**src/rtl/ct_spsram_512x7_acc.sv**
```systemverilog
// ct_spsram_512x7_acc: access controller for a 512x7 single-port SRAM (active-low CEN/GWEN/WEN).
// Clears every entry after reset or on init_req, then serves one read or bit-masked write per cycle.
// Ports: forever_cpuclk/cpurst_b clock and async active-low reset; init_req re-clear pulse;
// req_* request channel (valid/ready, wen, addr, wdata, per-bit bwe); rd_vld/rd_data read return;
// init_done array cleared; sram_a/cen/gwen/wen/d drive the macro, sram_q is its read data.
module ct_spsram_512x7_acc #(
  parameter int ADDR_WIDTH = 9,
  parameter int DATA_WIDTH = 7,
  parameter logic [DATA_WIDTH-1:0] INIT_VAL = '0
) (
  input  logic                  forever_cpuclk,
  input  logic                  cpurst_b,
  input  logic                  init_req,
  input  logic                  req_vld,
  input  logic                  req_wen,
  input  logic [ADDR_WIDTH-1:0] req_addr,
  input  logic [DATA_WIDTH-1:0] req_wdata,
  input  logic [DATA_WIDTH-1:0] req_bwe,
  output logic                  req_rdy,
  output logic                  rd_vld,
  output logic [DATA_WIDTH-1:0] rd_data,
  output logic                  init_done,
  output logic [ADDR_WIDTH-1:0] sram_a,
  output logic                  sram_cen,
  output logic                  sram_gwen,
  output logic [DATA_WIDTH-1:0] sram_wen,
  output logic [DATA_WIDTH-1:0] sram_d,
  input  logic [DATA_WIDTH-1:0] sram_q
);
  typedef enum logic [1:0] {RST_WAIT, INIT, READY} state_t;
  localparam logic [ADDR_WIDTH:0] LAST = {1'b0, {ADDR_WIDTH{1'b1}}};
  state_t state;
  // One bit wider than the address so the sweep never wraps back to 0.
  logic [ADDR_WIDTH:0] cnt;
  logic [DATA_WIDTH-1:0] rd_hold;
  logic init, acc, wr;
  assign init      = state == INIT;
  assign req_rdy   = state == READY;
  assign init_done = state == READY;
  assign acc       = req_vld & req_rdy;
  assign wr        = acc & req_wen;
  assign sram_cen  = ~(init | acc);
  assign sram_gwen = ~(init | wr);
  assign sram_wen  = init ? '0 : wr ? ~req_bwe : '1;
  assign sram_a    = init ? cnt[ADDR_WIDTH-1:0] : acc ? req_addr : '0;
  assign sram_d    = init ? INIT_VAL : wr ? req_wdata : '0;
  // The macro's Q is only valid in the cycle after the read; hold it for later cycles.
  assign rd_data   = rd_vld ? sram_q : rd_hold;
  always_ff @(posedge forever_cpuclk or negedge cpurst_b) begin
    if (!cpurst_b) begin
      state   <= RST_WAIT;
      cnt     <= '0;
      rd_vld  <= 1'b0;
      rd_hold <= '0;
    end else begin
      rd_vld <= acc & ~req_wen;
      if (rd_vld) rd_hold <= sram_q;
      case (state)
        RST_WAIT: begin
          state <= INIT;
          cnt   <= '0;
        end
        INIT: begin
          cnt <= cnt + 1'b1;
          if (cnt == LAST) state <= READY;
        end
        READY: if (init_req) begin
          state <= INIT;
          cnt   <= '0;
        end
        default: state <= RST_WAIT;
      endcase
    end
  end
endmodule

```
**config.mk**
```make
export PLATFORM = sky130hd
export DESIGN_NAME = ct_spsram_512x7_acc
export DESIGN_NICKNAME = d
export VERILOG_FILES = /design/src/rtl/ct_spsram_512x7_acc.sv
export SDC_FILE = /design/constraint.sdc
export NUM_CORES = 1
export LEC_CHECK = 0
export CAP_MARGIN = 20
export CORE_MARGIN = 10
export CORE_UTILIZATION = 40
export CTS_BUF_LIST = sky130_fd_sc_hd__clkbuf_16
export DETAILED_ROUTE_END_ITERATION = 10
export PLACE_DENSITY = 0.95
export SKIP_CTS_REPAIR_TIMING = 1
export SYNTH_ARGS = -nofsm -noshare
export SYNTH_HDL_FRONTEND = slang
export SYNTH_SLANG_ARGS = --single-unit
```
**constraint.sdc**
```tcl
create_clock -name forever_cpuclk -period 3.55 [get_ports forever_cpuclk]
set_clock_uncertainty 0.05 [all_clocks]
set_input_delay 0.8875 -clock forever_cpuclk [delete_from_list [all_inputs] [get_ports forever_cpuclk]]
set_output_delay 0.8875 -clock forever_cpuclk [all_outputs]
set_load 0.05 [all_outputs]
```
==> results of run 1 <==
## cell type report
class,count,area (µm²),area share [%]
Tap cell,31,38.8,1.88
Sequential cell,20,500,24.3
Timing Repair Buffer,72,833,40.5
Clock buffer,3,75.1,3.65
Inverter,4,15.0,0.729
Multi-Input combinational cell,88,593,28.8
Clock inverter,1,3.75,0.182
## power by group
part | switching, mW | internal (mW) | leakage [nW]
Sequential | 0.0658 | 0.273 | 0.255
Combinational | 0.276 | 0.263 | 0.673
Clock | 0.0780 | 0.150 | 0.0385
Total | 0.420 | 0.686 | 0.967
## layout by cell type (no fill, tap or decap), drive strengths merged, types with 4 or more instances in the layout
| master | n |
|---|---|
| nand3 | 7 |
| and3 | 7 |
| mux2 | 7 |
| inv | 4 |
| a21oi | 8 |
| nand2 | 11 |
| clkdlybuf4s50 | 37 |
| buf | 35 |
| a22o | 7 |
| dfrtp | 20 |
| o21ai | 5 |
## synthesized netlist by cell type (all sizes together)
cell	instances	area share, %
buf	5	2.4
nand2b	2	1.1
a22oi	1	0.65
a21oi	8	3.5
o21a	1	0.65
and3b	2	1.5
clkbuf	6	1.9
inv	4	1.3
and2	1	0.54
o2bb2ai	1	0.76
a2bb2oi	2	1.5
o22ai	1	0.54
and3	7	3.8
nand3	7	3.5
o311ai	1	0.76
a21o	1	0.65
mux2i	1	0.86
or3	1	0.54
nor2b	3	1.6
a32o	1	0.86
o21ai	5	2.2
nand4	3	1.6
mux2	7	6.8
ha	1	1.1
o211ai	3	1.9
a22o	7	5.3
nand2	11	3.6
and4	1	0.86
or4	2	1.6
dfrtp	20	43
a31oi	2	1.1
nor3	3	1.3
nor2	2	0.65
## kinds of logic (layout without fill, tap and decap cells)
family          after synthesis  after routing
simple gates                 45             45
compound gates               34             34
flops                        20             20
buf+inv                      15             80
mux                           8              8
fa+ha+maj                     1              1
## layer usage
metal | track usage (%) | vias up | share of wire (%) | routed length, µm
li1 | - | 589 | - | -
met1 | 17.2 | 584 | 37 | 1580
met2 | 26.5 | 53 | 53 | 2240
met3 | 5.65 | 2 | 8.8 | 369
met4 | 2.48 | 0 | 0.45 | 19
met5 | 0 | - | 0 | 0
## sequential cells by signal (all words and copies together), names as in the netlist
name     count
rd_hold      7
rd_vld       1
cnt         10
state        2
## stage by stage
stage	utilization, %	instance area (µm²)	worst slack (ns)
after floorplan	-	1160	0.332
after global placement	71.8	1980	0.418
after detailed placement	71.8	1980	0.340
after CTS	74.7	2060	0.334
after global routing	74.7	2060	0.230
final	74.7	2060	0.324
## critical path: stages
cell                              delay (ns)
sky130_fd_sc_hd__clkdlybuf4s50_1        0.45
sky130_fd_sc_hd__and3b_1                0.30
sky130_fd_sc_hd__and2_1                 0.32
sky130_fd_sc_hd__a21oi_1                0.12
sky130_fd_sc_hd__buf_4                  0.20
## worst paths after layout
check / start / cells past startpoint / end
worst max-delay path: req_vld / 5 / sram_wen[0]
worst min-delay path: rd_hold[2]$_DFF_PN0_ / 1 / rd_hold[2]$_DFF_PN0_
worst max register to register: state[1]$_DFFE_PN0P_ / 4 / cnt[9]$_DFFE_PN0P_
worst min register to register: rd_hold[2]$_DFF_PN0_ / 1 / rd_hold[2]$_DFF_PN0_
max in group asynchronous: cpurst_b / 1 / state[0]$_DFFE_PN0P_
min in group asynchronous: cpurst_b / 1 / rd_hold[4]$_DFF_PN0_
==> run metrics, run 1 <==
via count of the first global-routing pass=1,272; Leakage Power=0.967 nW; signed area change from the synthesized netlist to the final layout=77.8%; transition time of the tightest slew-check pin=0.942 ns; CTS H-tree lvls=1; number of vias per cell after detailed routing=5.61; total die area=5450 µm²; area of the mapped netlist=1160 µm²; total CTS buffers=3; highest fanout seen on the critical path=8; antenna fix cells=0; mean instance size in the synthesized netlist=9.42 µm²; residual overflow from global routing=0; CTS clk-pin slew, worst paths=0.05 ns; post-synthesis register bit count=20; type of destination of the critical path=primary output; crit path time final=3.23 ns; total DRC errors in the routed layout=0; highest attainable clock frequency=310 MHz; post-route worst hold slack=0.448 ns; final net count=225; Pins Over Slew Limit=0; number of standard cells after synthesis=123; clock sink count=20; number of violations of the max-capacitance limit=0; Reg2Reg Setup Slack=1.82 ns; Pwr per Cell Area=537 nW/µm²; Pwr Total=1.11 mW; worst max-slew margin expressed relative to the limit=37.0%; initial antenna violation count=0; root buffer cell=sky130_fd_sc_hd__clkbuf_16; overall global routing resource usage=15.1%; detailed router's first-iteration violation count=55; Filler Cells Inserted=195; complex-gate fraction of the synthesized area=20.3%; setup repair after global routing missed its margin=false; simple-gate area share of the yosys netlist=22.1%; antenna-violating nets left=0; CP arrival=2.29 ns; cell row count=19; Final Hold Violating Endpoints=0; final HPWL from detailed placement=3420 µm; Routed WL per cell=19.2 µm; number of optimization iterations in the first detailed-route pass=5; largest family of logic cells by synthesized area=simple AND/OR/NAND/NOR gates; required time at the worst-slack endpoint=2.61 ns; wirelength, routed=4210 µm; die extent in x=73.8 µm; Die Height=73.8 µm; post-synthesis sequential area ratio=43.2%; Clk Latency, worst-skew pair=0.25 ns; Top Ports=70; ratio of cells with drive above 1 in the final layout=25.5%; Inst Count DP=215; global-route wire length before repair=6650 µm; Worst setup SP type=input port; initial core utilization=42.0%; share of the cycle needed by the critical path after routing=90.9%; Mapped Nets=159; Tightest Hold Check Type=reg -> reg; final setup vio count=0; Synth cell types=36; fraction of the mapped netlist area in adder cells=1.08%; maximum vdd ir drop=0.653 mV; number of buffers added on ports=69; buffers from clock root to sink, at most=2; run status=complete, no violations; multiplexer share of the synthesized area=7.67%; aggregate negative setup slack=0 ns; XOR/XNOR Fraction of Synth Area=0%; largest net degree at the start of global routing=21; Routability Congestion=0.843; Worst Setup Path Type=in -> out; number of vias in the routed layout=1,228; Finished Layout Cells=219; number of synthesis warnings=0; area of the core=2760 µm²; clock tree from TritonCTS=done
Power figures use the tool's default switching activity.
==> run 2: changes to the inputs <==
--- a/config.mk
+++ b/config.mk
@@ -6,11 +6,12 @@
 export NUM_CORES = 1
 export LEC_CHECK = 0
 export CAP_MARGIN = 20
+export CORE_ASPECT_RATIO = 0.75
 export CORE_MARGIN = 10
 export CORE_UTILIZATION = 40
 export CTS_BUF_LIST = sky130_fd_sc_hd__clkbuf_16
 export DETAILED_ROUTE_END_ITERATION = 10
-export PLACE_DENSITY = 0.95
+export PLACE_DENSITY = 0.82
 export SKIP_CTS_REPAIR_TIMING = 1
 export SYNTH_ARGS = -nofsm -noshare
 export SYNTH_HDL_FRONTEND = slang
==> run 2 against run 1 <==
- sequential power up 2%
- register-to-register slack worse by 0.10 ns
- final cell count up 2.3%
- non-clock buffer count unchanged
- sequential cell count unchanged
- fmax down 2.5%
- first-iteration DRC count up 36%
- highest routed layer unchanged
==> run metrics, run 2 (synthesized netlist as in run 1, its figures left out) <==
run status=complete, no violations; Tightest Hold Check Type=reg -> reg; initial antenna violation count=0 (unchanged); signed area change from the synthesized netlist to the final layout=80.6%; antenna-violating nets left=0 (unchanged); Leakage Power=0.980 nW (+1.4%); number of vias in the routed layout=1,281 (+4.3%); buffers from clock root to sink, at most=2 (unchanged); highest fanout seen on the critical path=8 (unchanged); ratio of cells with drive above 1 in the final layout=26.1% (+0.53 points); endpoint of the most critical register-to-register path=cnt[4]$_DFFE_PN0P_; total CTS buffers=3 (unchanged); Routed WL per cell=20.8 µm (+8.5%); Storage cell area=500 µm² (unchanged); most common cell after layout, fill and taps aside=sky130_fd_sc_hd__clkdlybuf4s50_1; Clk Latency, worst-skew pair=0.25 ns (about the same); cell row count=16 (-3); number of optimization iterations in the first detailed-route pass=4 (-1); Pwr per Cell Area=571 nW/µm² (+6.4%); Setup WS pre-CTS=0.326 ns (-0.0141 ns); number of violations of the max-capacitance limit=0 (unchanged); via count of the first global-routing pass=1,290 (+1.4%); transition time of the tightest slew-check pin=0.878 ns (-0.0634 ns); total die area=5470 µm² (+0.41%); launch point of the worst reg-to-reg path=state[1]$_DFFE_PN0P_; root buffer cell=sky130_fd_sc_hd__clkbuf_16; Final WS setup=0.243 ns (-0.0814 ns); clock sink count=20 (unchanged); last element of the critical path=sram_wen[4]; initial core utilization=43.2% (+1.2 points); antenna fix cells=0 (unchanged); maximum vdd ir drop=0.355 mV (-46%); required time at the worst-slack endpoint=2.61 ns (about the same); Finished Layout Cells=224 (+2.3%); total DRC errors in the routed layout=0 (unchanged); startpoint of the most critical setup path=req_vld; CP arrival=2.37 ns (+0.08 ns); FF-to-FF path depth=4 (unchanged); aggregate negative setup slack=0 ns (unchanged); Top Ports=70 (unchanged); area of the core=2680 µm² (-2.7%); residual overflow from global routing=0 (unchanged); multi-input logic area=593 µm² (unchanged); type of destination of the critical path=primary output; CTS H-tree lvls=1 (unchanged); wirelength, routed=4670 µm (+11%); share of the cycle needed by the critical path after routing=93.2% (+2.3 points); Pins Over Slew Limit=0 (unchanged); Worst Setup Path Type=in -> out; worst max-slew margin expressed relative to the limit=41.3% (+4.2 points); setup repair after global routing missed its margin=false; register name with the most flops=cnt; number of flip-flops under the largest register name=10 (unchanged); clock tree from TritonCTS=done; CTS clk-pin slew, worst paths=0.05 ns (about the same); Die Height=66.6 µm (-9.8%); Worst setup SP type=input port; final setup vio count=0 (unchanged); final net count=225 (unchanged); Routability Congestion=0.821 (-2.6%); Filler Cells Inserted=181 (-7.2%); final HPWL from detailed placement=3560 µm (+4.3%); overall global routing resource usage=16.8% (+1.6 points); most frequent cells in the layout=sky130_fd_sc_hd__clkdlybuf4s50_1, sky130_fd_sc_hd__dfrtp_1, sky130_fd_sc_hd__buf_4, sky130_fd_sc_hd__buf_12, sky130_fd_sc_hd__nand2_1; Reg2Reg Setup Slack=1.72 ns (-0.10 ns); Final Hold Violating Endpoints=0 (unchanged); detailed router's first-iteration violation count=75 (+36%); highest attainable clock frequency=302 MHz (-2.5%); largest net degree at the start of global routing=21 (unchanged); global-route wire length before repair=7230 µm (+8.7%); die extent in x=82.1 µm (+11%); crit path time final=3.31 ns (+0.0814 ns); Inst Count DP=220 (+2.3%); largest registers ranked by flip-flop count=cnt (10), rd_hold (7), state (2); number of buffers added on ports=69 (unchanged); number of vias per cell after detailed routing=5.72 (+2.0%)
-- run 2: cell count changes in the layout (fill, tap and decap cells not counted), sizes merged --
cell / previous run / this run
bufinv: 0 / 1
clkinv: 1 / 0
-- run 2: cell type report --
type	instances	area share [%]
Inverter	4	0.718
Clock inverter	1	1.44
Tap cell	36	2.15
Multi-Input combinational cell	88	28.3
Timing Repair Buffer	72	39.8
Clock buffer	3	3.59
Sequential cell	20	23.9
-- run 2: stage by stage --
| stage | utilization [%] | power (mW) | hold slack [ns] | cell area [µm²] |
|---|---|---|---|---|
| after floorplan | - | 0.605 | 0.473 | 1160 |
| after global placement | 74.1 | 0.863 | 0.430 | 1990 |
| after detailed placement | 74.1 | 0.884 | 0.442 | 1990 |
| after CTS | 78.0 | 1.20 | 0.454 | 2090 |
| after global routing | 78.0 | 1.24 | 0.477 | 2090 |
| final | 78.0 | 1.20 | 0.449 | 2090 |
-- run 2: worst max-delay path, stage by stage --
cell and delay, ns:
sky130_fd_sc_hd__clkdlybuf4s50_1 0.45, sky130_fd_sc_hd__and3b_1 0.33, sky130_fd_sc_hd__and2_1 0.34, sky130_fd_sc_hd__a21oi_1 0.15, sky130_fd_sc_hd__buf_4 0.21
-- run 2: report_power, final --
part	switching (mW)	total, mW	internal (mW)	leakage, nW
Combinational	0.282	0.545	0.263	0.674
Clock	0.0804	0.304	0.223	0.0511
Sequential	0.0735	0.347	0.273	0.255
Total	0.436	1.20	0.759	0.980
-- run 2: metal layers --
layer | routed length (µm) | share of wire (%) | global-route usage, %
met5 | 0 | 0 | 0
met4 | 50 | 1.1 | 2.12
met3 | 503 | 11 | 6.17
met2 | 2400 | 51 | 29.9
met1 | 1720 | 37 | 19.2
-- run 2: worst min path at each step --
| stage | cells past startpoint | to | slack, ns | startpoint |
|---|---|---|---|---|
| 2_1_floorplan | 1 | cnt[5]$_DFFE_PN0P_ | 0.47 | cnt[5]$_DFFE_PN0P_ |
| 3_3_place_gp | 1 | rd_hold[6]$_DFF_PN0_ | 0.43 | rd_hold[6]$_DFF_PN0_ |
| 3_5_place_dp | 1 | rd_hold[4]$_DFF_PN0_ | 0.44 | rd_hold[4]$_DFF_PN0_ |
| 4_1_cts | 1 | rd_hold[4]$_DFF_PN0_ | 0.45 | rd_hold[4]$_DFF_PN0_ |
| 5_1_grt | 1 | rd_hold[4]$_DFF_PN0_ | 0.48 | rd_hold[4]$_DFF_PN0_ |
| 6_report | 1 | rd_hold[2]$_DFF_PN0_ | 0.45 | rd_hold[2]$_DFF_PN0_ |
==> run 3: changes to the inputs <==
--- a/config.mk
+++ b/config.mk
@@ -6,13 +6,13 @@
 export NUM_CORES = 1
 export LEC_CHECK = 0
 export CAP_MARGIN = 20
-export CORE_ASPECT_RATIO = 0.75
 export CORE_MARGIN = 10
-export CORE_UTILIZATION = 40
+export CORE_UTILIZATION = 33
 export CTS_BUF_LIST = sky130_fd_sc_hd__clkbuf_16
 export DETAILED_ROUTE_END_ITERATION = 10
-export PLACE_DENSITY = 0.82
+export PLACE_DENSITY = 0.72
 export SKIP_CTS_REPAIR_TIMING = 1
+export SKIP_LAST_GASP = 1
 export SYNTH_ARGS = -nofsm -noshare
 export SYNTH_HDL_FRONTEND = slang
 export SYNTH_SLANG_ARGS = --single-unit
==> constraint.sdc (replaced) <==
create_clock -name forever_cpuclk -period 2.9 [get_ports forever_cpuclk]
set_clock_uncertainty 0.05 [all_clocks]
set_input_delay 0.725 -clock forever_cpuclk [delete_from_list [all_inputs] [get_ports forever_cpuclk]]
set_output_delay 0.725 -clock forever_cpuclk [all_outputs]
set_load 0.05 [all_outputs]
==> run 3 against run 2 <==
- sequential power grew 19%
- via count decreased by 5.4%
- non-clock buffer count increased by 3
- worst hold slack gained 0.035 ns
- clock power up 25%
- critical endpoint is now sram_wen[2]
- largest cell class unchanged
==> run metrics, run 3 (synthesized netlist as in run 1, its figures left out) <==
via count of the first global-routing pass=1,283 (-0.54%); root buffer cell=sky130_fd_sc_hd__clkbuf_16; number of vias per cell after detailed routing=5.11 (-11%); Pwr per Cell Area=663 nW/µm² (+16%); clock tree from TritonCTS=done; Final Hold Violating Endpoints=0 (unchanged); initial antenna violation count=0 (unchanged); total die area=6280 µm² (+15%); worst hold path depth=1 (unchanged); most common cell after layout, fill and taps aside=sky130_fd_sc_hd__clkdlybuf4s50_1; number of optimization iterations in the first detailed-route pass=4 (unchanged); initial core utilization=34.4% (-8.7 points); FF-to-FF path depth=4 (unchanged); buffers from clock root to sink, at most=2 (unchanged); largest registers ranked by flip-flop count=cnt (10), rd_hold (7), state (2); CP arrival=1.98 ns (-0.39 ns); worst min-delay path startpoint=rd_hold[5]$_DFF_PN0_; overall global routing resource usage=12.7% (-4.1 points); required time at the worst-slack endpoint=2.12 ns (-0.49 ns); Pins Over Slew Limit=0 (unchanged); Routed WL per cell=17.5 µm (-16%); Final WS setup=0.143 ns (-0.0998 ns); antenna-violating nets left=0 (unchanged); total CTS buffers=3 (unchanged); antenna fix cells=0 (unchanged); largest net degree at the start of global routing=28 (+33%); highest-delay cell along the critical path=sky130_fd_sc_hd__clkdlybuf4s50_1; endpoint of the most critical register-to-register path=state[0]$_DFFE_PN0P_; signed area change from the synthesized netlist to the final layout=91.1%; CTS H-tree lvls=1 (unchanged); post-route worst hold slack=0.484 ns (+0.0355 ns); number of vias in the routed layout=1,212 (-5.4%); cell row count=21 (+5); Reg2Reg Setup Slack=1.20 ns (-0.52 ns); Hold EP=rd_hold[5]$_DFF_PN0_; number of flip-flops under the largest register name=10 (unchanged); launch point of the worst reg-to-reg path=cnt[0]$_DFFE_PN0P_; Tightest Hold Check Type=reg -> reg; combined buffer and inverter count along the critical path=2 (unchanged); wirelength, routed=4160 µm (-11%); Top Ports=70 (unchanged); final setup vio count=0 (unchanged); worst max-slew margin expressed relative to the limit=66.4% (+25 points); setup repair after global routing missed its margin=false; crit path time final=2.76 ns; Worst Setup Path Type=in -> out; Routability Congestion=0.731 (-11%); share of the cycle needed by the critical path after routing=95.1%; Leakage Power=1.02 nW (+3.9%); most frequent cells in the layout=sky130_fd_sc_hd__clkdlybuf4s50_1, sky130_fd_sc_hd__buf_12, sky130_fd_sc_hd__dfrtp_1, sky130_fd_sc_hd__buf_4, sky130_fd_sc_hd__nand2_1; Filler Cells Inserted=273 (+51%); final net count=228 (+1.3%); Setup WS pre-CTS=0.141 ns (-0.185 ns); number of buffers added on ports=69 (unchanged); type of destination of the critical path=primary output; post-route standard cell area excluding fillers=2210 µm² (+5.9%); transition time of the tightest slew-check pin=0.502 ns (-0.376 ns); die extent in x=79.3 µm (-3.5%); critical path depth in cells=5 (unchanged); residual overflow from global routing=0 (unchanged); Clk Latency, worst-skew pair=0.25 ns (about the same); register name with the most flops=cnt; area of the core=3360 µm² (+25%); detailed router's first-iteration violation count=37 (-51%); Placed Area=2110 µm² (+6.2%); clock sink count=20 (unchanged); Worst path max stage delay=0.45 ns (about the same); aggregate negative setup slack=0 ns (unchanged); highest fanout seen on the critical path=8 (unchanged); run status=complete, no violations; CTS clk-pin slew, worst paths=0.06 ns (about the same); final HPWL from detailed placement=3270 µm (-8.3%); highest attainable clock frequency=363 MHz; sequence of cells on the critical path=clkdlybuf4s50_1 > and3b_1 > and2_1 > a21oi_1 > buf_4; Worst setup SP type=input port; Die Height=79.3 µm (+19%); kind of cell with the highest combined delay on the critical path=buffers and inverters; number of violations of the max-capacitance limit=0 (unchanged); total DRC errors in the routed layout=0 (unchanged); maximum vdd ir drop=0.385 mV (+8.5%); ratio of cells with drive above 1 in the final layout=27.2% (+1.2 points); global-route wire length before repair=6640 µm (-8.2%)
run 3: changes by cell type in the layout (fill, tap and decap cells not counted), sizes merged:
cell / previous run / this run
buf: 35 / 38
run 3: per-stage QoR:
stage	total power, mW	instances	utilization, %
5_1_grt	1.53	237	65.8
3_3_place_gp	1.08	233	62.7
4_1_cts	1.48	237	65.8
2_1_floorplan	0.741	123	-
3_5_place_dp	1.09	233	62.7
6_report	1.47	237	65.8
run 3: layer usage:
layer | wire length (µm) | GRT usage, %
met5 | 0 | 0
met1 | 1640 | 14.0
met4 | 0 | 1.61
met3 | 209 | 3.38
met2 | 2310 | 24.2
run 3: area by class of cell:
type                       count  area (µm²)  share of cell area (%)
timing repair buffer          75         943                    42.6
multi-input combinational     88         593                    26.8
sequential                    20         500                    22.6
clock buffer                   3        75.1                    3.39
tap                           46        57.6                    2.60
clock inverter                 1        30.0                    1.36
inverter                       4        15.0                   0.678
run 3: worst max path at each step:
stage                  end  startpoint
4_1_cts        sram_wen[2]     req_vld
5_1_grt        sram_wen[4]     req_vld
3_5_place_dp   sram_wen[0]     req_vld
6_report       sram_wen[2]     req_vld
2_1_floorplan  sram_wen[0]     req_vld
3_3_place_gp   sram_wen[3]     req_vld
run 3: worst reg2reg max path, delay by kind of cell (launching register included):
family | cells | cell delay (ns)
AO/OA/AOI/OAI | 1 | 0.18
AND/OR/NAND/NOR | 2 | 0.68
adder cells (fa/ha/maj) | 1 | 0.24
flip-flops | 1 | 0.45
run 3: where the power goes:
| part | switching, mW | internal [mW] |
|---|---|---|
| clock | 0.106 | 0.274 |
| sequential | 0.0793 | 0.335 |
| combinational | 0.339 | 0.337 |
| total | 0.524 | 0.945 |
